## src/rtl/cpu_run_pkg.sv

```systemverilog
// Shared definitions for the CPU run controller: state encoding and the
// width helper for the per-core PC-stability counters.
package cpu_run_pkg;

    // Controller states; the encoding is visible on the debug state output.
    typedef enum logic [1:0] {
        IDLE = 2'd0,
        RUN  = 2'd1,
        STEP = 2'd2,
        DONE = 2'd3
    } run_state_t;

    // Bits needed to count from 0 up to stable_cycles inclusive.
    function automatic int stable_cnt_w(input int stable_cycles);
        int n;
        n = (stable_cycles < 1) ? 1 : stable_cycles;
        return (n + 1 <= 2) ? 1 : $clog2(n + 1);
    endfunction

endpackage

```

## src/rtl/pc_stable_det.sv

```systemverilog
// Per-core halt detector. While enabled it samples the core PC every cycle
// and counts consecutive samples equal to the previous one; once the count
// reaches STABLE_CYCLES the core is flagged halted (sticky until clr).
// halt_set is the combinational "flag sets on this edge" look-ahead so the
// controller can finish the run on the same edge the last flag sets.
module pc_stable_det
    import cpu_run_pkg::*;
#(
    parameter int PC_W          = 32,
    parameter int STABLE_CYCLES = 3
) (
    input  logic            clk,
    input  logic            reset_n,
    input  logic            en,
    input  logic            clr,
    input  logic [PC_W-1:0] pc,
    output logic            halt_set,
    output logic            halted
);

    localparam int SW = stable_cnt_w(STABLE_CYCLES);
    localparam int S_EFF = (STABLE_CYCLES < 1) ? 1 : STABLE_CYCLES;
    // Count value that, together with one more match, completes the run.
    localparam logic [SW-1:0] STABLE_LAST = SW'(S_EFF - 1);
    localparam logic [SW-1:0] STABLE_MAX  = SW'(S_EFF);

    logic [PC_W-1:0] pc_q;
    logic            pc_vld;
    logic [SW-1:0]   stable_cnt;
    logic            pc_match;

    // A comparison is only meaningful once a sample from this run exists,
    // so a stale PC left over from an earlier run can never count as a match.
    assign pc_match = pc_vld && (pc == pc_q);

    // Fires on the edge where the equal-sample run reaches STABLE_CYCLES.
    assign halt_set = en && !halted && pc_match && (stable_cnt >= STABLE_LAST);

    // Sample register, stable counter and sticky halted flag.
    always_ff @(posedge clk or negedge reset_n) begin
        if (!reset_n) begin
            pc_q       <= '0;
            pc_vld     <= 1'b0;
            stable_cnt <= '0;
            halted     <= 1'b0;
        end else if (clr) begin
            pc_vld     <= 1'b0;
            stable_cnt <= '0;
            halted     <= 1'b0;
        end else if (en) begin
            pc_q   <= pc;
            pc_vld <= 1'b1;
            if (halt_set) begin
                halted <= 1'b1;
            end
            if (pc_match) begin
                if (stable_cnt < STABLE_MAX) begin
                    stable_cnt <= stable_cnt + 1'b1;
                end
            end else begin
                stable_cnt <= '0;
            end
        end else begin
            // Not sampling (outside RUN, stopped, or already halted): the
            // equal-sample run is broken, start over next time.
            pc_vld     <= 1'b0;
            stable_cnt <= '0;
        end
    end

endmodule

```

## src/rtl/cpu_run_ctrl.sv

```systemverilog
// Run controller gating the clock-enable of NUM_CORES MIPS cores.
// Supports a free run (start), single-step (step) and abort (stop). A run
// ends when every participating core is detected halted (PC unchanged for
// STABLE_CYCLES samples) or when MAX_CYCLES enabled cycles have elapsed.
//
// Control semantics: start and step are single-cycle pulses sampled on the
// rising edge (start wins when both are high); stop is a level sampled every
// RUN cycle and has priority over run completion. There is no handshake;
// every input is accepted on the edge it is seen in the relevant state.
module cpu_run_ctrl
    import cpu_run_pkg::*;
#(
    parameter int NUM_CORES     = 1,
    parameter int PC_W          = 32,
    parameter int CNT_W         = 32,
    parameter int MAX_CYCLES    = 20,
    parameter int STABLE_CYCLES = 3
) (
    input  logic                      clk,
    input  logic                      reset_n,
    input  logic                      start,
    input  logic                      step,
    input  logic                      stop,
    input  logic [NUM_CORES-1:0]      core_mask,
    input  logic [NUM_CORES*PC_W-1:0] pc,
    output logic [NUM_CORES-1:0]      cpu_en,
    output logic                      running,
    output logic [CNT_W-1:0]          cycle_count,
    output logic [NUM_CORES-1:0]      core_halted,
    output logic                      done,
    output logic                      timeout,
    output logic [1:0]                dbg_state
);

    run_state_t           state;
    logic [NUM_CORES-1:0] mask_q;
    logic [NUM_CORES-1:0] halt_set;
    logic [NUM_CORES-1:0] det_en;
    logic                 launch;
    logic                 all_halted;
    logic                 limit_hit;
    logic [CNT_W-1:0]     count_inc;

    // A new run may be launched from IDLE or DONE only.
    assign launch = start && ((state == IDLE) || (state == DONE));

    // Detectors sample only on RUN edges that actually advance the run.
    assign det_en = ((state == RUN) && !stop) ? (mask_q & ~core_halted)
                                              : {NUM_CORES{1'b0}};

    // Saturating increment of the enabled-cycle counter.
    assign count_inc = (cycle_count == {CNT_W{1'b1}}) ? cycle_count
                                                      : cycle_count + 1'b1;

    // Every participating core is halted after this edge (an empty mask
    // counts as all halted).
    assign all_halted = &(core_halted | halt_set | ~mask_q);

    // This edge brings the counter to the limit; MAX_CYCLES = 0 disables it.
    assign limit_hit = (MAX_CYCLES != 0) && (count_inc == CNT_W'(MAX_CYCLES));

    assign dbg_state = state;

    // Clock enables decode from registered state and flags only.
    always_comb begin
        cpu_en = {NUM_CORES{1'b0}};
        case (state)
            RUN:     cpu_en = mask_q & ~core_halted;
            STEP:    cpu_en = mask_q;
            default: cpu_en = {NUM_CORES{1'b0}};
        endcase
    end

    // One halt detector per core.
    for (genvar i = 0; i < NUM_CORES; i++) begin : g_det
        pc_stable_det #(
            .PC_W          (PC_W),
            .STABLE_CYCLES (STABLE_CYCLES)
        ) u_det (
            .clk      (clk),
            .reset_n  (reset_n),
            .en       (det_en[i]),
            .clr      (launch),
            .pc       (pc[i*PC_W +: PC_W]),
            .halt_set (halt_set[i]),
            .halted   (core_halted[i])
        );
    end

    // Run-control FSM with registered running/done/timeout/counter/mask.
    always_ff @(posedge clk or negedge reset_n) begin
        if (!reset_n) begin
            state       <= IDLE;
            running     <= 1'b0;
            cycle_count <= '0;
            done        <= 1'b0;
            timeout     <= 1'b0;
            mask_q      <= '0;
        end else if (launch) begin
            state       <= RUN;
            running     <= 1'b1;
            cycle_count <= '0;
            done        <= 1'b0;
            timeout     <= 1'b0;
            mask_q      <= core_mask;
        end else begin
            case (state)
                IDLE: begin
                    if (step) begin
                        state   <= STEP;
                        running <= 1'b1;
                    end
                end
                RUN: begin
                    if (stop) begin
                        // Abort: counter and halt flags keep their values.
                        state   <= IDLE;
                        running <= 1'b0;
                    end else begin
                        if (|cpu_en) begin
                            cycle_count <= count_inc;
                        end
                        if (all_halted) begin
                            state   <= DONE;
                            running <= 1'b0;
                            done    <= 1'b1;
                            timeout <= 1'b0;
                        end else if (limit_hit) begin
                            state   <= DONE;
                            running <= 1'b0;
                            done    <= 1'b1;
                            timeout <= 1'b1;
                        end
                    end
                end
                STEP: begin
                    // Exactly one enabled cycle, then back to IDLE.
                    state       <= IDLE;
                    running     <= 1'b0;
                    cycle_count <= count_inc;
                end
                DONE: begin
                    // Hold results; step and stop are ignored here.
                    state <= DONE;
                end
                default: begin
                    state   <= IDLE;
                    running <= 1'b0;
                end
            endcase
        end
    end

endmodule

```

## config.mk

```make
export PLATFORM = sky130hd
export DESIGN_NAME = cpu_run_ctrl
export DESIGN_NICKNAME = d
export VERILOG_FILES = /design/src/rtl/cpu_run_pkg.sv /design/src/rtl/pc_stable_det.sv /design/src/rtl/cpu_run_ctrl.sv
export SDC_FILE = /design/constraint.sdc
export NUM_CORES = 1
export LEC_CHECK = 0
export CAP_MARGIN = 20
export CORE_MARGIN = 5
export CORE_UTILIZATION = 54
export DETAILED_ROUTE_END_ITERATION = 7
export PLACE_DENSITY = 0.81
export SYNTH_ARGS = -nofsm -noshare
export SYNTH_HDL_FRONTEND = slang
export SYNTH_HIERARCHICAL = 1
export SYNTH_SLANG_ARGS = --single-unit
```

## constraint.sdc

```tcl
create_clock -name clk -period 3.9 [get_ports clk]
set_input_delay 0.585 -clock clk [delete_from_list [all_inputs] [get_ports clk]]
set_output_delay 0.585 -clock clk [all_outputs]
set_load 0.01 [all_outputs]
```

Word level (Yosys, flattened, before mapping)
Cells that the tools add are included.
{"block": "word_totals", "register_bits": 74, "out_inout_bits": 39, "wordCells": 91}
{"block": "op_classes", "add_sub_neg": 2, "order_cmp": 2, "n_eq_ne": 12, "muxes": 37, "bitwise": 6, "n_reduce_logical": 22}
{"op": "$mux 32", "n": 4}
{"op": "$pmux 32 s2", "n": 1}
{"op": "$add 32x1->32 const B", "n": 1}
{"op": "$eq 32x32->1", "n": 1}
{"op": "$eq 32x32->1 const B", "n": 1}
{"op": "$eq 32x5->1 const B", "n": 1}
{"op": "$mux 1", "n": 20}
{"op": "$mux 2", "n": 9}
{"op": "$ne 3x2->1 const B", "n": 3}
{"op": "$reduce_and 3->1", "n": 3}
{"op": "$pmux 2 s4", "n": 1}
{"op": "$logic_and 1x1->1", "n": 6}
{"op": "$reduce_and 2->1", "n": 3}
{"op": "$reduce_bool 2->1", "n": 3}
{"op": "$reduce_bool 3->1", "n": 2}
{"op": "$ne 5x4->1 const B", "n": 1}
{"op": "$eq 2x2->1 const B", "n": 2}
{"op": "$ne 4x4->1 const B", "n": 1}
{"op": "$reduce_bool 4->1", "n": 1}
{"op": "$not 1->1", "n": 3}
{"op": "$pmux 1 s3", "n": 1}
{"op": "$add 2x1->2 const B", "n": 1}
{"op": "$eq 2x1->1 const B", "n": 1}
{"op": "$ge 2x2->1 const B", "n": 1}
{"op": "8 further kinds", "n": 10}

Longest topological paths before layout
Gate-level depths: netlist of run 1.
{"block": "logic_depth", "ltp_word": 12, "ltp_mapped": 12, "ltp_nobuf": 10}

By module
The synthesis of run 1 kept the hierarchy.
{"mod": "cpu_run_ctrl", "instances": 1, "cells_each": 376, "area_per_inst_um2": 2894.0}
{"mod": "pc_stable_det", "instances": 1, "cells_each": 134, "area_per_inst_um2": 1765.4}

Worst setup path after synthesis of run 1
Ideal clock, no wire load.
{"block": "synth_timing", "path_type": "register to register", "startpoint": "reg cycle_count[12]", "endpoint": "reg running", "setup_ns": 0.140, "arrival_ns": 2.770, "required_ns": 3.760, "path_slack_ns": 0.990, "stages_incl_launch_ff": 12, "period_less_slack_ns": 2.910, "cell_sequence": "dfrtp_1 -> buf_2 -> nand4_4 -> or4_4 -> or4_4 -> buf_6 -> nor3b_2 -> o2111ai_1 -> nor4_2 -> nand4_2 -> a21oi_2 -> a221oi_1"}
{"block": "synth_between", "elab_chain_len": 5, "elab_cells_between_ends": 6, "classes_between": "add/sub: 1; eq/ne: 3; mux: 1; reduce/logical: 1"}
{"element": "start: declaration", "line": "cpu_run_ctrl.sv:28", "rtl": "output logic [CNT_W-1:0] cycle_count,"}
{"element": "start signal: assignment", "line": "cpu_run_ctrl.sv:121", "rtl": "cycle_count <= count_inc;"}
{"element": "start signal: assignment", "line": "cpu_run_ctrl.sv:140", "rtl": "cycle_count <= count_inc;"}
{"element": "$add 32x1->32 / $eq 32x32->1 (equally long branches)", "line": "cpu_run_ctrl.sv:53, cpu_run_ctrl.sv:52"}
{"element": "$mux 32 (*)", "line": "cpu_run_ctrl.sv:52", "rtl": "assign count_inc = (cycle_count == {CNT_W{1'b1}}) ? cycle_count"}
{"element": "$eq 32x5->1 (*)", "line": "cpu_run_ctrl.sv:60", "rtl": "assign limit_hit = (MAX_CYCLES != 0) && (count_inc == CNT_W'(MAX_CYCLES));"}
{"element": "$ne 5x4->1 (no source line) (*)"}
{"element": "$reduce_and 3->1 (no source line) (*)"}
{"element": "end signal: assignment", "line": "cpu_run_ctrl.sv:94", "rtl": "running <= 1'b0;"}
{"element": "end signal: assignment", "line": "cpu_run_ctrl.sv:101", "rtl": "running <= 1'b1;"}
{"element": "end signal: assignment", "line": "cpu_run_ctrl.sv:111", "rtl": "running <= 1'b1;"}
{"element": "end: declaration", "line": "cpu_run_ctrl.sv:27", "rtl": "output logic running,"}
Mark *: on every way between the ends. The rest lies on a longest branch, timed or not.
A chain may end at the register's enable or synchronous reset.

Worst setup path in the final report of run 1
{"block": "layout_timing", "startpoint": "reg cycle_count[2]", "endpoint": "reg running"}
Same word-level chain as after synthesis.

==> out/results.ini, run 1 <==
[status]
status=finished, final reports clean

[sta]
setup_viol=0
fin_worst_skew_ns=0.009269
holdWs_ns=0.3634
finalSetupTns_ns=0
fmax_mhz=287.8
maxSlewViolCount=0
hold_viol=0
rsz0062_at_grt=false
relSlewSlack=0.3776
worst_pin_slew_ns=0.9336
period_needed_ns=3.475
fin_crit_sh=0.8911

[critical_path]
crit_fanout=11
critPathArrivalTime_ns=3.69
required_ns=4.12
criticalPathCategory=flop to flop
cp_slowest_stage_delay_ns=0.75
cp-start-kind=flop
cp_top_family=simple AND/OR/NAND/NOR gates
critPathBufInv=0
end_kind=flop
worst_path_max_delay_cell=or4_1
crit_chain=nand4_1 > or4_1 > nor4_1 > xnor2_1 > o21ai_0 > nor4_2 > nand4_2 > a21oi_2 > a221oi_1

[logic_synthesis]
synth_mux_area_frac=0.07250
synth_compound_area_frac=0.1622
synthFlopType=dfrtp_1
syn_area_mm2=0.004659
yosys-top-cells-area=dfrtp_1, mux2_2, o21ai_0
synth.avg_cell_area_um2=9.136
synth_xor_area_frac=0.07519
ys_async_sr_fraction=1.000
synthSimpleGateAreaFrac=0.2304
synth_top_family_by_area=simple AND/OR/NAND/NOR gates
synth_fa_ha_area_frac=0.01880
synth.distinct_cells=60
netlist_instances=510
yosysTopAreaCell=dfrtp_1
seq_area_frac_synth=0.3974
yosysWarningCount=6
synth_seq_cells=74
synth_edf_count=0
synth.top_cell.area_share=0.3974
syn-num-nets=555

[drt]
ant_nets=0
vias_per_cell=6.261
highest_layer=met4
wire_per_inst_um=17.86
drt_iter0_drc=418
route.met2.wl_mm=5.594
dr_total_vias=4276
drc=0
wirelength_mm=12.20
drt_pass1_iterations=5
wl_met1_mm=5.179
wl_met3_mm=1.242

[global_routing]
grt_antenna_before_repair=0
grt_use_total=0.2458
grt_max_degree=75
grt_pass1_wl_mm=20.64
overflow=0
grt_pass1_vias=4100

[floorplanning]
rows=33
die_height_um=102.9
die-area_mm2=0.01059
core-area_mm2=0.008299
pin_count=77
die_x_um=102.9
start_util=0.5614

[cts]
cts_hold_buf=0
insertion_delay_ns=0.35
clkSinkCount=74
post_cts_resized=0
cts-root-buf=clkbuf_8
h-tree-depth=3
cts_buffer_depth=2
cts_inserted_buffers=9
cts_tree=done
post_cts_buffers=0
clk_pin_slew_ns=0.09

[power_and_ir_drop]
power.switching_mw=1.397
intPower_mw=2.159
leakage_nw=2.202
pwr-share-clk=0.206
power_density_mw_per_mm2=621.9
worst_ir_drop_vdd_mv=0.5218
seqPwrFrac=0.369
combPwrFrac=0.425
switching_share=0.3929

[layout]
final_common_cell=clkdlybuf4s50_1
finish.net_count=618
n_fill_cell=625
area_growth_pct=22.74
final_cell_mix=clkdlybuf4s50_1, dfrtp_1, nand2_1
antennaDiodeCount=0
drive_above_1_share=0.1384

[worst_hold_path]
hold_class=input pin to asynchronous set/reset pin

[placed_design]
hpwl_mm=8.713
io_buffers=76
place.gp.congestion=0.9225

[job]
max_cap_viol_count=0

## registers in the layout, summed over array words and instances (netlist names)
signal	flops
g_det.u_det/halted	1
cycle_count	32
dbg_state	2
g_det.u_det/stable_cnt	2
done	1
g_det.u_det/pc_q	32
g_det.u_det/pc_vld	1
timeout	1
running	1
mask_q	1
## Yosys cell counts, drive strengths merged (2+ instances only)
cell type,count
and4,8
a221oi,2
nand4,20
a211oi,2
ha,7
xor2,20
xnor2,20
or3,3
o31ai,7
nand3,19
o21ai,46
nor4,16
nor2b,2
a211o,2
inv,13
nor3,14
a21oi,22
and2,2
or4,6
or2,4
and3,3
nand2b,6
clkbuf,18
dfrtp,74
nor2,40
o41ai,11
buf,16
o22a,2
a31oi,7
o21a,4
nand2,48
mux2,30
## power by group through the flow
| stage | registers, mW | clock network, mW | logic, mW |
|---|---|---|---|
| 2_1_floorplan | 1.24 | 0 | 1.02 |
| 3_3_place_gp | 1.30 | 0 | 1.47 |
| 3_5_place_dp | 1.32 | 0 | 1.50 |
| 4_1_cts | 1.31 | 0.738 | 1.50 |
| 5_1_grt | 1.36 | 0.777 | 1.66 |
| 6_report | 1.31 | 0.733 | 1.51 |
## area by class of cell
type	instances	area (µm²)	area share
clock buffers	10	127.6	0.02231
clock inverters	6	112.6	0.01969
inverters	13	48.80	0.008532
multi-input cells	389	2614	0.4570
flip-flops and latches	74	1852	0.3238
well taps	105	131.4	0.02297
repair buffers	86	833.3	0.1457
## kinds of logic (layout without fill, tap and decap cells)
family,count (synthesis),after routing
and+or+nand+nor,194,194
AOI/OAI and AO/OA,118,118
DFF,74,74
buffers and inverters,47,115
xor gates and xnor gates,40,40
muxes,30,30
adders and majority gates,7,7
## layer usage
| layer | global-route usage | vias to the layer above |
|---|---|---|
| li1 | - | 1997 |
| met1 | 0.3444 | 2002 |
| met2 | 0.3799 | 252 |
| met3 | 0.06834 | 25 |
| met4 | 0.05976 | 0 |
| met5 | 0 | - |
## worst register-to-register path: cells and delay by family, from the launching register on
family          cells  cell delay [ns]
flops               1             0.55
xor+xnor            1             0.17
simple gates        5             2.11
compound gates      3             0.51
## path summary, 6_finish.rpt
path                                      from                 endpoint  slack [ns]  depth (start not counted)
worst max-delay path            cycle_count[2]                  running        0.42                          9
worst min-delay path                   reset_n  g_det[0].u_det/pc_q[31]        0.36                          1
worst max register to register  cycle_count[2]                  running        0.42                          9
worst min register to register         timeout                  timeout        0.51                          1
max in group asynchronous              reset_n          cycle_count[23]        2.93                          1
min in group clk                       timeout                  timeout        0.51                          1
## metrics by stage
| stage | cell area (µm²) | setup slack, ns | power (mW) | utilization | instances |
|---|---|---|---|---|---|
| 2_1_floorplan | 4659 | 0.9902 | 2.262 | - | 510 |
| 3_3_place_gp | 5479 | 0.6770 | 2.770 | 0.6602 | 667 |
| 3_5_place_dp | 5479 | 0.5016 | 2.816 | 0.6602 | 667 |
| 4_1_cts | 5719 | 0.4944 | 3.548 | 0.6891 | 683 |
| 5_1_grt | 5719 | 0.1474 | 3.797 | 0.6891 | 683 |
| 6_report | 5719 | 0.4249 | 3.557 | 0.6891 | 683 |
No activity file was read; power rests on OpenSTA's default activity.
==> inputs of run 2 (changes only) <==
GPL_TIMING_DRIVEN = 0   (was unset)
==> out/results.ini, run 2 (synthesis gave the netlist of run 1 again) <==
[sta]
hold_viol=0
holdWs_ns=0.5119
period_needed_ns=3.643
fin_worst_skew_ns=0.005913
rsz0062_at_grt=false
setup_viol=0
relSlewSlack=0.3766
maxSlewViolCount=0
fin_crit_sh=0.9341
fmax_mhz=274.5
worst_pin_slew_ns=0.9317
setup_slack_ns=0.2571

[power_and_ir_drop]
pwr-share-clk=0.194
combPwrFrac=0.469
switching_share=0.4127
intPower_mw=2.137
leakage_nw=2.273
worst_ir_drop_vdd_mv=0.4783
seqPwrFrac=0.337
power.switching_mw=1.502
power_density_mw_per_mm2=624.8

[critical_path]
crit_chain=ha_1 > clkbuf_1 > nand3_1 > or4_1 > nor3_1 > buf_2 > nor2_1 > xnor2_1 > o211a_1 > nand4_2 > a21oi_2 > a221oi_1
critPathArrivalTime_ns=3.87
end_kind=flop
timing.rr.start=cycle_count[0]
cp_slowest_stage_delay_ns=0.55
cp-start-kind=flop
rr_worst_depth=12
required_ns=4.13
worst_path_max_delay_cell=or4_1
criticalPathCategory=flop to flop
r2r_end=running
rrSetupSlack_ns=0.26
crit_fanout=10

[floorplanning]
die_x_um=102.9
rows=33
core-area_mm2=0.008299
die-area_mm2=0.01059
die_height_um=102.9
pin_count=77
start_util=0.5614

[cts]
clkSinkCount=74
h-tree-depth=3
cts_tree=done
cts-root-buf=clkbuf_8
insertion_delay_ns=0.35
post_cts_buffers=0
cts_inserted_buffers=9
clk_pin_slew_ns=0.08
cts_buffer_depth=2

[drt]
drc=0
ant_nets=0
drt_pass1_iterations=5
drt_iter0_drc=319
vias_per_cell=6.132
wire_per_inst_um=18.88
dr_total_vias=4354
wirelength_mm=13.40

[job]
max_cap_viol_count=0

[layout]
final_area_mm2=0.005824
final_common_cell=clkdlybuf4s50_1
finalNonFillerCells=710
antennaDiodeCount=0
final_cell_mix=clkdlybuf4s50_1, dfrtp_1, nand2_1
reg_top3=cycle_count x32, g_det.u_det/pc_q x32
finish.net_count=645
postLayoutCoreUtil=0.7018
drive_above_1_share=0.1438
area_growth_pct=25.00

[global_routing]
grt_antenna_before_repair=0
grt_max_degree=73
grt_use_total=0.2632
grt_pass1_vias=4165
grt_pass1_wl_mm=21.47
overflow=0

[placed_design]
io_buffers=76
hpwl_mm=9.890
dp.cells=692
placed_area_mm2=0.005577
place.gp.congestion=0.9793
post-place-ws_ns=0.3314

[status]
status=finished, final reports clean

[worst_hold_path]
hold_class=flop to flop
hold_path_depth=1
hp-start=timeout
min_to=timeout

## run 2: cell types whose count changed in the layout (fill, tap and decap cells not counted), moves of 2 or more
cell      delta
clkbuf_1    +14
inv_6        +2
buf_2       +13
buf_1        +3
clkbuf_2     +3
buf_4       -10
## run 2: through the flow
stage | setup TNS [ns] | power, mW
final | 0 | 3.639
after global routing | 0 | 3.870
after CTS | 0 | 3.633
after detailed placement | 0 | 2.917
after global placement | -20.85 | 2.856
after floorplan | 0 | 2.262
## run 2: layout make-up
| type | count | area [µm²] |
|---|---|---|
| Tap cell | 105 | 131.4 |
| Clock buffer | 10 | 137.6 |
| Clock inverter | 6 | 95.09 |
| Sequential cell | 74 | 1852 |
| Inverter | 13 | 48.80 |
| Fill cell | 648 | 2475 |
| Timing Repair Buffer | 79 | 800.8 |
| Buffer | 34 | 153.9 |
| Multi-Input combinational cell | 389 | 2605 |
## run 2: how the worst max path moves through the flow
stage,from,endpoint,cells past startpoint
final,cycle_count[0],running,12
after global placement,reset_n,cycle_count[4],1
after floorplan,cycle_count[12],running,11
after detailed placement,cycle_count[0],running,12
after global routing,cycle_count[0],running,12
after CTS,cycle_count[0],running,12
## run 2: repair_timing
item,CTS,global route
hold endpoints to repair,0,1
hold buffers,0,1
gates resized for setup,0,0
## run 2: layer usage
| metal | routed length (µm) | vias to the layer above | share of wire | GRT usage |
|---|---|---|---|---|
| met5 | 0 | - | 0 | 0 |
| met4 | 203 | 0 | 0.015 | 0.08267 |
| met3 | 1070 | 18 | 0.080 | 0.04871 |
| met2 | 6233 | 172 | 0.47 | 0.4036 |
| met1 | 5894 | 2111 | 0.44 | 0.3792 |
| li1 | - | 2053 | - | - |
## run 2: power by group through the flow
stage                     clock, mW  sequential (mW)  combinational, mW
after floorplan                   0             1.24               1.02
after global placement            0             1.22               1.64
after detailed placement          0             1.24               1.68
after CTS                     0.721             1.22               1.69
after global routing          0.754             1.26               1.86
final                         0.706             1.22               1.71
## run 2: critical path: cells and delay by family (launching register included)
family / cells / cell delay, ns
xor gates and xnor gates: 1 / 0.18
DFF: 1 / 0.45
buffers and inverters: 2 / 0.64
adders and majority gates: 1 / 0.17
AOI/OAI and AO/OA: 3 / 0.62
and+or+nand+nor: 5 / 1.44
==> inputs of run 3 (changes only) <==
SKIP_CTS_REPAIR_TIMING = 1   (was unset)
SLEW_MARGIN = 20   (was unset)
==> out/results.ini, run 3 (synthesis gave the netlist of run 1 again) <==
[status]
status=finished, final reports clean

[drt]
drc=0
drt_iter0_drc=313
ant_nets=0
wire_per_inst_um=19.15
drt_pass1_iterations=5
wirelength_mm=13.58
dr_total_vias=4420
vias_per_cell=6.234

[critical_path]
end_kind=flop
crit_fanout=8
required_ns=4.12
cp-start-kind=flop
rr_worst_depth=11
r2r_end=running
critPathArrivalTime_ns=3.85
criticalPathCategory=flop to flop
timing.rr.start=cycle_count[0]
rrSetupSlack_ns=0.27

[floorplanning]
rows=33
pin_count=77
die-area_mm2=0.01059
start_util=0.5614
die_height_um=102.9
core-area_mm2=0.008299
die_x_um=102.9

[sta]
fin_worst_skew_ns=0.009432
hold_viol=0
relSlewSlack=0.4083
fin_crit_sh=0.9304
maxSlewViolCount=0
worst_pin_slew_ns=0.8843
period_needed_ns=3.628
fmax_mhz=275.6
rsz0062_at_grt=false
setup_slack_ns=0.2715
setup_viol=0
holdWs_ns=0.09764

[power_and_ir_drop]
worst_ir_drop_vdd_mv=0.4677
total_power_mw=3.647
leakage_nw=2.286
power_density_mw_per_mm2=625.8

[global_routing]
grtUsageMet3=0.04736
grt_pass1_wl_mm=21.99
grt_use_total=0.2664
grt_util_met2=0.4110
grt_antenna_before_repair=0
top_usage_layer=met2
grt_pass1_vias=4224
met1_usage=0.3909
grt_max_degree=58
overflow=0

[placed_design]
place.gp.congestion=0.9793
io_buffers=76
post-place-ws_ns=0.3097
placed_area_mm2=0.005582
hpwl_mm=10.09
dp.cells=693

[layout]
area_growth_pct=25.08
final_cell_mix=clkdlybuf4s50_1, dfrtp_1, nand2_1
final_common_cell=clkdlybuf4s50_1
final_area_mm2=0.005828
n_fill_cell=632
drive_above_1_share=0.1457
antennaDiodeCount=0
finalNonFillerCells=709
finish.net_count=644
reg_top3=cycle_count x32, g_det.u_det/pc_q x32

[cts]
cts_inserted_buffers=9
cts_buffer_depth=2
cts-root-buf=clkbuf_8
clkSinkCount=74
insertion_delay_ns=0.35
clk_pin_slew_ns=0.09
h-tree-depth=3
cts_tree=done

[worst_hold_path]
hold_class=input pin to asynchronous set/reset pin

[job]
max_cap_viol_count=0

==> run 3: cell types whose count changed in the layout (fill, tap and decap cells not counted) <==
cell / delta
dlygate4sd3_1: -1
nor3_1: -1
nor3_2: +1
nor4_2: -1
nor4_4: +1
==> run 3: stage by stage <==
step | util | setup TNS, ns
after floorplan | - | 0
after global placement | 0.6689 | -20.85
after detailed placement | 0.6725 | 0
after CTS | 0.7006 | 0
after global routing | 0.7022 | 0
final | 0.7022 | 0
==> run 3: routing by layer <==
layer / vias up / part of all wire
li1: 2054 / -
met1: 2148 / 0.45
met2: 195 / 0.46
met3: 23 / 0.069
met4: 0 / 0.016
met5: - / 0
==> run 3: where the power goes <==
group          leakage, nW  switching, mW  total, mW  internal, mW
Combinational         1.21          0.995       1.72         0.725
Sequential           0.961          0.198       1.22          1.03
Clock                0.118          0.318      0.704         0.386
Total                 2.29           1.51       3.65          2.14
==> run 3: worst max-delay path, cell delays in order (launching register included) <==
cell,delay [ns]
dfrtp_1,0.45
ha_1,0.17
clkbuf_1,0.31
nand3_1,0.20
or4_1,0.57
nor4_1,0.41
xnor2_1,0.19
o21ai_0,0.20
nor4_2,0.36
nand4_2,0.24
a21oi_2,0.27
a221oi_1,0.12
==> run 3: worst max-delay path by stage <==
stage,slack [ns],to,start
finish,0.27,running,cycle_count[0]
global route,0.08,running,cycle_count[0]
CTS,0.28,running,cycle_count[2]
detailed placement,0.31,running,cycle_count[2]
global placement,-0.29,cycle_count[4],reset_n
floorplan,0.99,running,cycle_count[12]
==> run 3: layout make-up <==
| type | instances | area [µm²] | area share |
|---|---|---|---|
| multi-input cells | 389 | 2619 | 0.4493 |
| well taps | 105 | 131.4 | 0.02254 |
| clock inverters | 6 | 95.09 | 0.01632 |
| flip-flops and latches | 74 | 1852 | 0.3177 |
| clock buffers | 10 | 137.6 | 0.02362 |
| inverters | 13 | 48.80 | 0.008373 |
| plain buffers | 34 | 153.9 | 0.02641 |
| repair buffers | 78 | 790.8 | 0.1357 |
